File: config.mk
export PLATFORM = sky130hd
export DESIGN_NAME = host_wb_bridge_flat
export DESIGN_NICKNAME = d
export VERILOG_FILES = /design/src/rtl/host_wb_bridge_if.sv /design/src/rtl/host_wb_bridge.sv /design/src/flat_wrapper.sv
export SDC_FILE = /design/constraint.sdc
export NUM_CORES = 1
export LEC_CHECK = 0
export BUFFER_PORTS_ARGS = -buffer_cell sky130_fd_sc_hd__buf_2
export CAP_MARGIN = 0
export CORE_MARGIN = 10
export CORE_UTILIZATION = 47
export CTS_BUF_LIST = sky130_fd_sc_hd__clkbuf_2 sky130_fd_sc_hd__clkbuf_4 sky130_fd_sc_hd__clkbuf_8
export CTS_CLUSTER_SIZE = 8
export DETAILED_ROUTE_END_ITERATION = 10
export PLACE_DENSITY = 0.71
export REMOVE_ABC_BUFFERS = 1
export SLEW_MARGIN = 20
export SYNTH_ARGS = -nofsm -noshare
export SYNTH_HDL_FRONTEND = slang
export SYNTH_SLANG_ARGS = --single-unit
File: constraint.sdc
create_clock -name clk -period 2.9 [get_ports clk]
set_clock_uncertainty 0.05 [all_clocks]
set_input_delay 0.87 -clock clk [delete_from_list [all_inputs] [get_ports clk]]
set_output_delay 0.87 -clock clk [all_outputs]
set_load 0.1 [all_outputs]
File: src/rtl/host_wb_bridge_if.sv
// rtl/host_wb_bridge_if.sv - Wishbone master-port bundle used by host_wb_bridge
// Signals:
//   m_adr_o/m_dat_o/m_sel_o/m_we_o/m_cyc_o/m_stb_o : driven by the bridge (master)
//   m_dat_i/m_ack_i                                : driven by the bus slave
// Modports: master (bridge side), slave (bus/slave side).
interface host_wb_bridge_if;
    logic [31:0] m_adr_o;
    logic [31:0] m_dat_o;
    logic [31:0] m_dat_i;
    logic [3:0]  m_sel_o;
    logic        m_we_o;
    logic        m_cyc_o;
    logic        m_stb_o;
    logic        m_ack_i;

    modport master (
        output m_adr_o, m_dat_o, m_sel_o, m_we_o, m_cyc_o, m_stb_o,
        input  m_dat_i, m_ack_i
    );

    modport slave (
        input  m_adr_o, m_dat_o, m_sel_o, m_we_o, m_cyc_o, m_stb_o,
        output m_dat_i, m_ack_i
    );
endinterface

File: src/rtl/host_wb_bridge.sv
// rtl/host_wb_bridge.sv - async SRAM-style host port acting as a single-beat Wishbone master
// Ports:
//   clk, rst          : clock, synchronous active-low reset
//   addr[12:0]        : host address, addr[3:0] selects a register, addr[12:4] must be 0
//   sram_data_i/_o/_oe: host data in, register read data out, pad drive enable
//   nwe, noe, ncs     : host strobes, active-low, asynchronous to clk
//   wb                : Wishbone master port (host_wb_bridge_if.master)
// Parameter wb_timeout: stb cycles allowed before the bus cycle is aborted.
// Optional macro HOST_WB_AUTOINC_EN: ADDR advances by 4 after each acked cycle.
module host_wb_bridge #(
    parameter int unsigned wb_timeout = 1023
) (
    input  logic        clk,
    input  logic        rst,
    input  logic [12:0] addr,
    input  logic [7:0]  sram_data_i,
    output logic [7:0]  sram_data_o,
    output logic        sram_data_oe,
    input  logic        nwe,
    input  logic        noe,
    input  logic        ncs,
    host_wb_bridge_if.master wb
);
    typedef enum logic {ST_IDLE, ST_WAIT} state_t;

    state_t      state_q, state_d;
    logic        cs_s1_q, cs_s1_d, cs_s_q, cs_s_d;
    logic        we_s1_q, we_s1_d, we_s_q, we_s_d, we_prev_q, we_prev_d;
    logic [3:0]  sh_reg_q, sh_reg_d;
    logic        sh_hit_q, sh_hit_d;
    logic [7:0]  sh_data_q, sh_data_d;
    logic [31:0] addr_reg_q, addr_reg_d;
    logic [31:0] wdata_q, wdata_d;
    logic [31:0] rdata_q, rdata_d;
    logic [3:0]  sel_q, sel_d;
    logic        we_q, we_d;
    logic        busy_q, busy_d, done_q, done_d, tmo_q, tmo_d;
    logic [9:0]  cnt_q, cnt_d;
    logic [31:0] adr_o_q, adr_o_d, dat_o_q, dat_o_d;
    logic [3:0]  sel_o_q, sel_o_d;
    logic        we_o_q, we_o_d, cyc_q, cyc_d;
    logic        commit;

    // A commit is the synchronised rising edge of nwe while still selected;
    // it always uses the shadow copy of addr/data taken while nwe was low.
    assign commit = we_s_q & ~we_prev_q & ~cs_s_q & sh_hit_q;

    always_comb begin
        state_d    = state_q;
        cs_s1_d    = ncs;
        cs_s_d     = cs_s1_q;
        we_s1_d    = nwe;
        we_s_d     = we_s1_q;
        we_prev_d  = we_s_q;
        sh_reg_d   = sh_reg_q;
        sh_hit_d   = sh_hit_q;
        sh_data_d  = sh_data_q;
        addr_reg_d = addr_reg_q;
        wdata_d    = wdata_q;
        rdata_d    = rdata_q;
        sel_d      = sel_q;
        we_d       = we_q;
        busy_d     = busy_q;
        done_d     = done_q;
        tmo_d      = tmo_q;
        cnt_d      = cnt_q;
        adr_o_d    = adr_o_q;
        dat_o_d    = dat_o_q;
        sel_o_d    = sel_o_q;
        we_o_d     = we_o_q;
        cyc_d      = cyc_q;

        if (!we_s_q && !cs_s_q) begin
            sh_reg_d  = addr[3:0];
            sh_hit_d  = (addr[12:4] == 9'd0);
            sh_data_d = sram_data_i;
        end

        case (state_q)
            ST_IDLE: begin
                if (commit && sh_reg_q == 4'd8 && sh_data_q[0]) begin
                    state_d = ST_WAIT;
                    adr_o_d = {addr_reg_q[31:2], 2'b00};
                    dat_o_d = wdata_q;
                    sel_o_d = sh_data_q[7:4];
                    we_o_d  = sh_data_q[1];
                    cyc_d   = 1'b1;
                    busy_d  = 1'b1;
                    done_d  = 1'b0;
                    tmo_d   = 1'b0;
                    cnt_d   = 10'd0;
                end
            end
            ST_WAIT: begin
                // Ack is tested first so it wins over a same-cycle timeout.
                if (wb.m_ack_i) begin
                    state_d = ST_IDLE;
                    cyc_d   = 1'b0;
                    we_o_d  = 1'b0;
                    busy_d  = 1'b0;
                    done_d  = 1'b1;
                    if (!we_o_q) begin
                        rdata_d = wb.m_dat_i;
                    end
`ifdef HOST_WB_AUTOINC_EN
                    addr_reg_d = addr_reg_q + 32'd4;
`endif
                end else if (cnt_q == 10'(wb_timeout - 1)) begin
                    state_d = ST_IDLE;
                    cyc_d   = 1'b0;
                    we_o_d  = 1'b0;
                    busy_d  = 1'b0;
                    done_d  = 1'b1;
                    tmo_d   = 1'b1;
                end else begin
                    cnt_d = cnt_q + 10'd1;
                end
            end
            default: state_d = ST_IDLE;
        endcase

        // Host register writes; the START bit only matters in the FSM above.
        if (commit) begin
            case (sh_reg_q)
                4'd0, 4'd1, 4'd2, 4'd3: addr_reg_d[{sh_reg_q[1:0], 3'b000} +: 8] = sh_data_q;
                4'd4, 4'd5, 4'd6, 4'd7: wdata_d[{sh_reg_q[1:0], 3'b000} +: 8] = sh_data_q;
                4'd8: begin
                    sel_d = sh_data_q[7:4];
                    we_d  = sh_data_q[1];
                end
                default: ;
            endcase
        end
    end

    always_ff @(posedge clk) begin
        if (!rst) begin
            state_q    <= ST_IDLE;
            cs_s1_q    <= 1'b1;
            cs_s_q     <= 1'b1;
            we_s1_q    <= 1'b1;
            we_s_q     <= 1'b1;
            we_prev_q  <= 1'b1;
            sh_reg_q   <= 4'd0;
            sh_hit_q   <= 1'b0;
            sh_data_q  <= 8'd0;
            addr_reg_q <= 32'd0;
            wdata_q    <= 32'd0;
            rdata_q    <= 32'd0;
            sel_q      <= 4'hF;
            we_q       <= 1'b0;
            busy_q     <= 1'b0;
            done_q     <= 1'b0;
            tmo_q      <= 1'b0;
            cnt_q      <= 10'd0;
            adr_o_q    <= 32'd0;
            dat_o_q    <= 32'd0;
            sel_o_q    <= 4'd0;
            we_o_q     <= 1'b0;
            cyc_q      <= 1'b0;
        end else begin
            state_q    <= state_d;
            cs_s1_q    <= cs_s1_d;
            cs_s_q     <= cs_s_d;
            we_s1_q    <= we_s1_d;
            we_s_q     <= we_s_d;
            we_prev_q  <= we_prev_d;
            sh_reg_q   <= sh_reg_d;
            sh_hit_q   <= sh_hit_d;
            sh_data_q  <= sh_data_d;
            addr_reg_q <= addr_reg_d;
            wdata_q    <= wdata_d;
            rdata_q    <= rdata_d;
            sel_q      <= sel_d;
            we_q       <= we_d;
            busy_q     <= busy_d;
            done_q     <= done_d;
            tmo_q      <= tmo_d;
            cnt_q      <= cnt_d;
            adr_o_q    <= adr_o_d;
            dat_o_q    <= dat_o_d;
            sel_o_q    <= sel_o_d;
            we_o_q     <= we_o_d;
            cyc_q      <= cyc_d;
        end
    end

    // Host read path is deliberately unsynchronised: decoded from raw pins.
    always_comb begin
        sram_data_o = 8'h00;
        if (addr[12:4] == 9'd0) begin
            case (addr[3:0])
                4'd0, 4'd1, 4'd2, 4'd3: sram_data_o = addr_reg_q[{addr[1:0], 3'b000} +: 8];
                4'd4, 4'd5, 4'd6, 4'd7: sram_data_o = rdata_q[{addr[1:0], 3'b000} +: 8];
                4'd8:                   sram_data_o = {sel_q, 2'b00, we_q, 1'b0};
                4'd9:                   sram_data_o = {5'd0, tmo_q, done_q, busy_q};
                default:                sram_data_o = 8'h00;
            endcase
        end
    end

    assign sram_data_oe = ~ncs & ~noe & nwe;

    assign wb.m_adr_o = adr_o_q;
    assign wb.m_dat_o = dat_o_q;
    assign wb.m_sel_o = sel_o_q;
    assign wb.m_we_o  = we_o_q;
    assign wb.m_cyc_o = cyc_q;
    assign wb.m_stb_o = cyc_q;
endmodule

File: src/flat_wrapper.sv
// flat-port wrapper written by rule: the top's interface ports become plain ports
module host_wb_bridge_flat 
#(
    parameter int unsigned wb_timeout = 1023
)
  (clk, rst, addr, sram_data_i, sram_data_o, sram_data_oe, nwe, noe, ncs, wb_m_adr_o, wb_m_dat_o, wb_m_sel_o, wb_m_we_o, wb_m_cyc_o, wb_m_stb_o, wb_m_dat_i, wb_m_ack_i);
  host_wb_bridge_if wb_i ();
  input  logic clk;
  input  logic rst;
  input  logic [12:0] addr;
  input  logic [7:0] sram_data_i;
  output logic [7:0] sram_data_o;
  output logic sram_data_oe;
  input  logic nwe;
  input  logic noe;
  input  logic ncs;
  output wire logic [$bits(wb_i.m_adr_o)-1:0] wb_m_adr_o;
  output wire logic [$bits(wb_i.m_dat_o)-1:0] wb_m_dat_o;
  output wire logic [$bits(wb_i.m_sel_o)-1:0] wb_m_sel_o;
  output wire logic [$bits(wb_i.m_we_o)-1:0] wb_m_we_o;
  output wire logic [$bits(wb_i.m_cyc_o)-1:0] wb_m_cyc_o;
  output wire logic [$bits(wb_i.m_stb_o)-1:0] wb_m_stb_o;
  input wire logic [$bits(wb_i.m_dat_i)-1:0] wb_m_dat_i;
  input wire logic [$bits(wb_i.m_ack_i)-1:0] wb_m_ack_i;
  assign wb_m_adr_o = wb_i.m_adr_o;
  assign wb_m_dat_o = wb_i.m_dat_o;
  assign wb_m_sel_o = wb_i.m_sel_o;
  assign wb_m_we_o = wb_i.m_we_o;
  assign wb_m_cyc_o = wb_i.m_cyc_o;
  assign wb_m_stb_o = wb_i.m_stb_o;
  assign wb_i.m_dat_i = wb_m_dat_i;
  assign wb_i.m_ack_i = wb_m_ack_i;
  host_wb_bridge #(.wb_timeout(wb_timeout)) u_core (.clk(clk), .rst(rst), .addr(addr), .sram_data_i(sram_data_i), .sram_data_o(sram_data_o), .sram_data_oe(sram_data_oe), .nwe(nwe), .noe(noe), .ncs(ncs), .wb(wb_i));
endmodule
## After elaboration in Yosys (flattened, before gate mapping)

Index checks and enable logic that the tools add are counted.

- Equal/unequal tests: 23
- Bitwise logic cells: 11
- $add $sub $neg: 2
- Reductions and logical operators: 20
- Shift-type cells: 4
- Multiplexer cells: 24

Operators with widths:

| operator | count |
|---|---|
| bitwise mux 32 bit | 2 |
| indexed part select 32 x 6 -> 8 bit | 2 |
| equality test 4 x 3 -> 1 bit (second input constant) | 8 |
| case mux 8 bit (4 select lines) | 1 |
| variable shift 8 x 7 -> 32 bit (first input constant) | 1 |
| indexed part select 8 x 7 -> 32 bit | 1 |
| 2-to-1 mux 10 bit | 3 |
| case mux 10 bit (2 select lines) | 1 |
| equality test 4 x 2 -> 1 bit (second input constant) | 4 |
| OR reduction 4 bit | 4 |
| equality test 4 bit (second input constant) | 3 |
| 2-to-1 mux 1 bit | 11 |
| adder 10 x 1 -> 10 bit (second input constant) | 1 |
| equality test 10 bit (second input constant) | 1 |
| case mux 1 bit (2 select lines) | 5 |
| AND reduction 2 bit | 5 |
| logical NOT 9 bit | 1 |
| AND reduction 3 bit | 3 |
| equality test 4 x 1 -> 1 bit (second input constant) | 2 |
| logical NOT 4 bit | 2 |
| 2-to-1 mux 8 bit | 1 |
| negation 5 -> 7 bit | 1 |
| != test 2 bit (second input constant) | 3 |
| inverter 1 bit | 6 |
| other kinds (5) | 12 |

- Word-level logic and storage cells: 106
- Register bits after elaboration: 200
- Input port bits: 59
- Output and inout bits: 80

## Longest topological paths before layout

- Depth in word-level cells: 8
- Mapped depth: 9
- Gate-level depth less buffers: 6

## Worst setup path after synthesis

No wires, ideal clock.

- Kind: input-to-output
- Start: input addr[6]
- End: output sram_data_o[3]
- Arrival: 3.987 ns
- Path buffers: 0
- Cell stages on the path: 4
- Path slack: -2.007 ns
- Data required time: 1.980 ns
- Cells stage by stage: or4_1 > nor4_2 > nand2_1 > a211oi_1

- Longest elaborated chain between the ends: 2

RTL lines:

| element | line | text |
|---|---|---|
| from (decl) | flat_wrapper.sv:10 | `input logic [12:0] addr;` |
| logical NOT 9 bit | host_wb_bridge.sv:191 | `if (addr[12:4] == 9'd0) begin` |
| 2-to-1 mux 8 bit | host_wb_bridge.sv:191 |  |
| to (decl) | flat_wrapper.sv:12 | `output logic [7:0] sram_data_o;` |

Every way passes these cells.

## Final worst setup path

- Start: input addr[11]
- End: output sram_data_o[7]

The elaborated chain is that of the path after synthesis.

==> impl_metrics.toml <==
[status]
outcome = "finished with violations"
violations = "negative setup slack"

[pwr]
power_w = 0.004961
p_comb_frac = 0.043
peakVddDrop_mv = 0.3038
cellLeakagePower_nw = 3.910
clkPwrFrac = 0.402
switching_power_w = 0.001125
p_per_area_nw_per_um2 = 482.5
power_frac_seq = 0.555
p_int_w = 0.003836
p_sw_frac = 0.2269

[worst_hold_path]
min_path_type = "flop to flop"

[synth]
ys_async_sr_fraction = 0
netlist_area_um2 = 8663
netlist_instances = 965
syn_avg_cell_area_um2 = 8.978
yosys.area.top_type = "dfxtp_1"
ys_seq_area_frac = 0.4622
synth_cell_types = 56
synth_top_area_frac = 0.4622
ys_ff_latch = 200
synth_area_leaders = "dfxtp_1 46%, nand2_1 11%, a21boi_0 10%"
yosysWarnings = 0
ys.flop_type = "dfxtp_1"
synth_edf_count = 0

[cells_and_area]
instances_no_fill = 1329
finalInstanceArea_um2 = 10280
drive_gt1_frac = 0.2236
final_net_count = 1152
postLayoutCoreUtil = 0.5705
area_growth_pct = 18.69
num_antenna_cells = 0

[cts]
cts_tree = "done"
insertion_delay_ns = 0.48
numCtsBuffers = 17
clockRootBuffer = "clkbuf_8"
htree_levels = 4
cts.sinks = 200
clk_pin_slew_ns = 0.10
cts_buffer_depth = 2
ctsHoldBuffers = 0

[placement]
dp.cells = 1297
routabilityCongestion = 0.8727
place_ws_ns = -0.6037
place_area_um2 = 9759
place_hpwl_mm = 16.65
io_buffers = 136

[routing]
vias = 7043
firstDrtPassIters = 5
viasPerCell = 5.299
routedWlPerCell_um = 17.33
top_layer = "met4"
drcViolationCount = 0
initialDrtViolationCount = 382
wl_met3_mm = 1.387
wl_mm = 23.03
met1_length_mm = 10.45
final_antenna_net_count = 0
met2WireLength_mm = 10.77

[sta]
setup_ws_ns = -0.4343
hold_viol = 0
slew_headroom = 0.4153
fmax_mhz = 299.9
min_period_ns = 3.334
period_share = 1.150
rsz0062_at_grt = "yes"
tightest_slew_ns = 0.8738
slew_viol_final = 0
setup_viol_count_final = 8

[critical_path]
required_ns = 1.98
worst_path_max_delay_cell = "or4_4"
cp_common_cell = "buf_6"
crit_chain = "buf_6, or4_4, nor4_4, buf_6, nand2_8, a21oi_2, buf_4, buf_12"
crit_type = "input pin to primary output"
cpPeakStageDelay_ns = 0.53
cp-start-kind = "input pin"
path_max_fanout = 7
crit_path_end_kind = "primary output"
crit_arrival_ns = 2.41

[floorplanning]
floorplan.rows = 49
dieArea_um2 = 24260
ios = 139
die_x_um = 155.8
initial_core_util = 0.4806
die_y_um = 155.8
core_um2 = 18020

[global_route]
antenna_found_initial = 0
grt_pass1_vias = 6960
grt.total_usage = 0.1878
grt_pass1_wl_mm = 36.53
grt_overflow = 0
grt_max_degree = 81

[job]
cap_violations = 0
[power groups by stage]
stage	logic (W)	registers [W]	clock network, W
detailed placement	0.000207	0.00282	0
CTS	0.000212	0.00275	0.00203
finish	0.000213	0.00275	0.00199
floorplan	0.0000866	0.00281	0
global placement	0.000206	0.00282	0
global route	0.000229	0.00276	0.00214
[layout by cell type (no fill, tap or decap), types with 13 or more instances in the layout]
cell      count
buf_4        31
mux2_2       13
and2_1       26
dfxtp_1     200
clkbuf_8     18
buf_2       126
nor2b_1      62
a21boi_0    116
mux2i_1      69
nand2_1     250
[per-layer routing]
metal | global-route usage | vias to the layer above
met1 | 0.2413 | 3328
met2 | 0.3008 | 188
met3 | 0.04604 | 26
met5 | 0 | -
met4 | 0.06551 | 0
li1 | - | 3501
[flip-flops by register name, summed over array words and instances, names as in the netlist, 4 cells and up]
name and cells:
u_core.sh_data_q 8, u_core.cnt_q 10, u_core.rdata_q 32, u_core.wb.m_dat_o 32
u_core.addr_reg_q 32, u_core.wb.m_sel_o 4, u_core.wdata_q 32, u_core.sh_reg_q 4
u_core.wb.m_adr_o 30, u_core.sel_q 4
[final cells by class]
type,instances,area [um2]
Sequential cell,200,4004
Tap cell,229,286.5
Timing Repair Buffer,171,1126
Fill cell,1686,7742
Inverter,8,30.03
Multi-Input combinational cell,689,4390
Clock buffer,19,255.2
Clock inverter,13,190.2
[per-stage QoR]
stage / hold WS, ns / setup TNS (ns)
after floorplan: 0.3363 / -16.33
after global placement: 0.3387 / -4.528
after detailed placement: 0.3441 / -4.587
after CTS: 0.3689 / -3.815
after global routing: 0.4031 / -3.801
final: 0.3650 / -3.386
[what timing repair did]
item | 4_1_cts | 5_1_grt
pin swaps | 2 | 1
buffers inserted | 0 | 0
gates resized for setup | 14 | 4
endpoints found under the setup margin | 8 | 8
[synthesized netlist by cell type (8+ instances only)]
master	n
a21boi_0	116
a21oi_1	16
a22oi_1	8
and2_1	26
buf_2	14
buf_4	9
clkbuf_1	43
dfxtp_1	200
inv_1	8
mux2_2	13
mux2i_1	69
nand2_1	252
nand2b_1	9
nand3_1	8
nor2_1	10
nor2b_1	64
[cell families after synthesis]
| kind of cell | share of synthesized area |
|---|---|
| fa+ha+maj | 0.008665 |
| buf+inv | 0.04188 |
| simple gates | 0.2361 |
| mux | 0.09922 |
| flops | 0.4622 |
| compound gates | 0.1495 |
| xor+xnor | 0.002022 |
| other cells | 0.0004329 |
[worst paths after layout]
kind / cells after the start / slack (ns) / endpoint / from
max: 8 / -0.43 / sram_data_o[7] / addr[11]
max reg2reg: 6 / 0.56 / u_core.addr_reg_q[0]$_SDFFE_PN0P_ / u_core.sh_reg_q[0]$_SDFFE_PN0P_
min: 1 / 0.36 / u_core.we_prev_d$_SDFF_PN1_ / u_core.we_s1_q$_SDFF_PN1_
min reg2reg: 1 / 0.36 / u_core.we_prev_d$_SDFF_PN1_ / u_core.we_s1_q$_SDFF_PN1_
[worst max-delay path: cells and delay by family]
| kind | cells | cell delay (ns) |
|---|---|---|
| buffers and inverters | 4 | 0.56 |
| AND/OR/NAND/NOR | 3 | 0.84 |
| AO/OA/AOI/OAI | 1 | 0.14 |
Note: power is estimated with default switching activity, not from simulation.
